`src/rtl/mips_pkg.sv`:
```
// Shared register-file types and constants for the MIPS pipeline
// (register_file, decode stage, writeback scheduling).
package mips_pkg;

  localparam int unsigned REG_COUNT = 32;
  localparam logic [4:0]  ZERO_REG  = 5'd0;

  typedef logic [4:0]  reg_sel_t;
  typedef logic [31:0] word_t;

endpackage

```
`src/rtl/register_scoreboard.sv`:
```
// Busy scoreboard for pending register-file destinations: set on reservation,
// cleared when the register-file write retires, queried combinationally.
module register_scoreboard
  import mips_pkg::*;
(
  input  logic     clock,
  input  logic     reset,
  input  logic     reserve_valid,
  input  reg_sel_t reserve_selector,
  input  logic     clear_valid,
  input  reg_sel_t clear_selector,
  input  reg_sel_t check_selector_1,
  input  reg_sel_t check_selector_2,
  output logic     busy_1,
  output logic     busy_2
);

  logic [REG_COUNT-1:1] busy_r;
  logic [REG_COUNT-1:0] busy_vec_s;

  // Per-register busy bits; a new reservation beats a same-edge retirement.
  always_ff @(posedge clock) begin
    if (reset) begin
      busy_r <= '0;
    end else begin
      for (int i = 1; i < REG_COUNT; i++) begin
        if (reserve_valid && (reserve_selector == reg_sel_t'(i))) begin
          busy_r[i] <= 1'b1;
        end else if (clear_valid && (clear_selector == reg_sel_t'(i))) begin
          busy_r[i] <= 1'b0;
        end else begin
          busy_r[i] <= busy_r[i];
        end
      end
    end
  end

  // Register 0 is hardwired and never pending.
  assign busy_vec_s = {busy_r, 1'b0};
  assign busy_1     = busy_vec_s[check_selector_1];
  assign busy_2     = busy_vec_s[check_selector_2];

endmodule

```
`src/rtl/register_write_scheduler.sv`:
```
// Arbitrates the single register-file write port between ALU and load
// writeback, with ALU anti-starvation, and tracks pending destinations.
module register_write_scheduler
  import mips_pkg::*;
#(
  parameter int unsigned STARVE_LIMIT = 4
) (
  input  logic     clock,
  input  logic     reset,
  input  logic     reserve_valid,
  input  reg_sel_t reserve_selector,
  input  reg_sel_t check_selector_1,
  input  reg_sel_t check_selector_2,
  output logic     busy_1,
  output logic     busy_2,
  input  logic     alu_valid,
  output logic     alu_ready,
  input  reg_sel_t alu_selector,
  input  word_t    alu_value,
  input  logic     load_valid,
  output logic     load_ready,
  input  reg_sel_t load_selector,
  input  word_t    load_value,
  output logic     write_enable_3,
  output reg_sel_t selector_3,
  output word_t    value_3
);

  localparam int unsigned STARVE_W = $clog2(STARVE_LIMIT + 1);

  logic [STARVE_W-1:0] starve_r;
  logic                starved_s;
  logic                alu_xfer_s;
  logic                load_xfer_s;

  // Load normally wins; a starved ALU takes the port while both are valid.
  assign starved_s   = (starve_r == STARVE_W'(STARVE_LIMIT));
  assign alu_ready   = !reset && alu_valid && (!load_valid || starved_s);
  assign load_ready  = !reset && load_valid && !(alu_valid && starved_s);
  assign alu_xfer_s  = alu_valid && alu_ready;
  assign load_xfer_s = load_valid && load_ready;

  // Consecutive refused-ALU cycle counter, saturating at the limit.
  always_ff @(posedge clock) begin
    if (reset) begin
      starve_r <= '0;
    end else if (alu_valid && !alu_ready) begin
      starve_r <= starved_s ? starve_r : starve_r + STARVE_W'(1);
    end else begin
      starve_r <= '0;
    end
  end

  // Registered write stage driving register_file; selector 0 is dropped.
  always_ff @(posedge clock) begin
    if (reset) begin
      write_enable_3 <= 1'b0;
      selector_3     <= ZERO_REG;
      value_3        <= 32'd0;
    end else if (alu_xfer_s) begin
      write_enable_3 <= (alu_selector != ZERO_REG);
      selector_3     <= alu_selector;
      value_3        <= alu_value;
    end else if (load_xfer_s) begin
      write_enable_3 <= (load_selector != ZERO_REG);
      selector_3     <= load_selector;
      value_3        <= load_value;
    end else begin
      write_enable_3 <= 1'b0;
      selector_3     <= selector_3;
      value_3        <= value_3;
    end
  end

  register_scoreboard u_scoreboard (
    .clock            (clock),
    .reset            (reset),
    .reserve_valid    (reserve_valid),
    .reserve_selector (reserve_selector),
    .clear_valid      (write_enable_3),
    .clear_selector   (selector_3),
    .check_selector_1 (check_selector_1),
    .check_selector_2 (check_selector_2),
    .busy_1           (busy_1),
    .busy_2           (busy_2)
  );

endmodule

```
`config.mk`:
```
export PLATFORM = sky130hd
export DESIGN_NAME = register_write_scheduler
export DESIGN_NICKNAME = d
export VERILOG_FILES = /design/src/rtl/mips_pkg.sv /design/src/rtl/register_scoreboard.sv /design/src/rtl/register_write_scheduler.sv
export SDC_FILE = /design/constraint.sdc
export NUM_CORES = 1
export LEC_CHECK = 0
export ABC_AREA = 1
export CELL_PAD_IN_SITES_DETAIL_PLACEMENT = 1
export CELL_PAD_IN_SITES_GLOBAL_PLACEMENT = 2
export CORE_ASPECT_RATIO = 1.4
export CORE_MARGIN = 5
export CORE_UTILIZATION = 23
export CTS_CLUSTER_SIZE = 14
export DETAILED_ROUTE_END_ITERATION = 8
export PLACE_DENSITY_LB_ADDON = 0.1
export SETUP_SLACK_MARGIN = 0.2
export SYNTH_ARGS = -nofsm -noshare
export SYNTH_HDL_FRONTEND = slang
export SYNTH_SLANG_ARGS = --single-unit
```
`constraint.sdc`:
```
create_clock -name clock -period 2.3 [get_ports clock]
set_input_delay 0.69 -clock clock [delete_from_list [all_inputs] [get_ports clock]]
set_output_delay 0.69 -clock clock [all_outputs]
set_load 0.05 [all_outputs]
```
==> reports/metrics.cfg <==
[outcome]
status=finished, violations left
violations=setup timing

[clocking]
cts.path.max_buffers=2
cts_root_buffer=clkbuf_16
cts.htree.levels=3
clk_pin_slew_ns=0.06
cts_buffers=9
cts_hold_buf=0
clk_latency_ns=0.34
cts_tree=built
clock-sinks=72

[grt]
grt_overflow=0
grt_pass1_vias=5268
grt_use_total_pct=18.4
grt_pass1_wl_um=28800
antenna_found_initial=0
grt_max_degree=38

[synth]
ys.flop_type=dfxtp_1
ys.warnings.count=0
synth_cells=635
syn_area_per_cell_um2=6.30
synthesis.area_um2=4000
synth_edf_count=0
ys_seq_elements=72
synth_async_sr_flop_share_pct=0
synth_fp_nets=731
post_synth_num_cell_types=25
ys_seq_area_share_pct=36.0

[timing]
finalSetupTns_ns=-0.147
max_slew_margin_pct=59.6
worst_slack_ns=-0.0806
finalSetupViolations=2
fin_skew_ns=0.0106
tightest_slew_ns=0.605
slew_viol_final=0
whs_ns=0.486
max_freq_mhz=420
finalCritPeriodShare_pct=104
hold_viol=0
rsz0062_at_grt=true
period_needed_ns=2.38

[routing]
drt_iter0_markers=100
routed-via-count=4783
routed_wl_um=18400
drtPass1Iterations=4
drc=0
drt-vias-per-instance=4.64
drt.antenna.violating_nets=0
wl_per_cell_um=17.8

[worst_setup_path]
crit_arrival_ns=1.69
crit_path_end_kind=primary output
start_kind=input pin
crit_type=input pin to primary output
critPathMaxFanout=7
cp.required_ns=1.61

[layout]
drive_above_1_share_pct=20.9
layout.cells.most_common=nand2_1
layout.nets=885
syn2layout_area_growth_pct=65.8
fin_util_pct=38.4
layout_common_cells=nand2_1, clkdlybuf4s50_1, dfxtp_1
antennaDiodeCount=0
fill_cells=2182
fin_cells=1030

[power_and_ir_drop]
p_sw_share_pct=29.5
p_sw_uw=1170
seqPwrFrac_pct=34.2
p_per_area_nw_per_um2=596
leakagePower_uw=0.00304
clock_power_share_pct=41.7
fin_total_pwr_uw=3950
combPwrFrac_pct=24.1
vdd_drop_max_mv=0.381
p_int_uw=2790

[flow_run]
maxCapViolCount=0

[die]
core_um2=17300
num_rows=57
io_pins=136
start_util_pct=23.2
die_area_um2=20200
die-height_um=166
die_w_um=121

[placed_design]
dpl.hpwl_um=14200
place_inst=997
port_buffers=135
finalWeightedCongestion=0.825

[min_path]
hold_class=flip-flop to flip-flop

[cells in the mapped netlist (2+ instances only)]
library cell  count  area share [%]
or2_2             2            0.31
inv_1            76             7.1
nand2_1         224              21
dfxtp_1          72              36
o21ai_1           2            0.25
buf_6             4             1.1
clkbuf_1          5            0.47
a21oi_1          32             4.0
o211ai_1         33             6.2
buf_2            18             2.3
o21ai_0          29             3.6
ha_1              2            0.63
inv_2             4            0.38
nand3_1          87              11
nor2_1           29             2.7
buf_4             7             1.3
[flip-flops by register name, indices dropped and copies added (netlist names)]
signal	flops
selector_3	5
starve_r	3
u_scoreboard.busy_r	31
value_3	32
write_enable_3	1
[layout make-up]
| class | count | area (um^2) | area share (%) |
|---|---|---|---|
| inverter | 80 | 343 | 5.17 |
| multi-input combinational | 449 | 2370 | 35.7 |
| clock buffer | 11 | 243 | 3.66 |
| timing repair buffer | 175 | 1810 | 27.2 |
| timing repair inverter | 2 | 32.5 | 0.490 |
| tap | 236 | 295 | 4.45 |
| sequential | 72 | 1440 | 21.8 |
| clock inverter | 5 | 104 | 1.57 |
[routing by layer]
metal  track usage [%]  wire [um]
met5                 0          0
met2              33.3       9530
met1              18.1       6590
met4              10.9       1150
met3              5.66       1080
[worst paths after layout]
kind | startpoint | slack (ns) | cells after the start | to
worst max-delay path | check_selector_1[0] | -0.08 | 12 | busy_1
worst min-delay path | value_3[29]$_SDFFE_PP0P_ | 0.49 | 2 | value_3[29]$_SDFFE_PP0P_
worst max register to register | starve_r[0]$_SDFFE_PP0P_ | 0.61 | 12 | value_3[31]$_SDFFE_PP0P_
worst min register to register | value_3[29]$_SDFFE_PP0P_ | 0.49 | 2 | value_3[29]$_SDFFE_PP0P_
[what timing repair did]
item | in CTS | in global routing
setup buffers | 9 | 2
endpoints found under the setup margin | 35 | 4
gates resized for setup | 139 | 38
gates cloned | 6 | 0
pin swaps | 29 | 27
[power by group through the flow]
stage	sequential [uW]	clock, uW	combinational [uW]
detailed placement	1380	0	904
global placement	1380	0	897
global route	1360	1750	1020
CTS	1350	1700	945
floorplan	1550	0	311
finish	1350	1650	953
[per-stage QoR]
step	setup WS, ns	area (um^2)
after global routing	-0.132	6630
after CTS	-0.0702	6460
after floorplan	0.103	4060
after detailed placement	-0.529	5740
final	-0.0806	6630
after global placement	-0.516	5740
[worst max-delay path, cell delays in order]
cell and delay (ns):
buf_12 0.11, buf_12 0.15, clkinv_8 0.08, nand2_4 0.06, nand3_2 0.08, nand3_2 0.07
nand2_1 0.06, nand2_1 0.06, nand2_1 0.06, nand2_2 0.07, nand2_4 0.05, buf_12 0.14
[cells by family (layout without fill, tap and decap cells)]
family	Yosys count	in the layout	synth area share, %
adders and majority gates	2	2	0.625
xor gates and xnor gates	1	1	0.219
buffers and inverters	114	273	12.7
DFF	72	72	36.0
and+or+nand+nor	347	347	35.8
AOI/OAI and AO/OA	99	99	14.7
No activity file was read; power rests on OpenSTA's default activity.
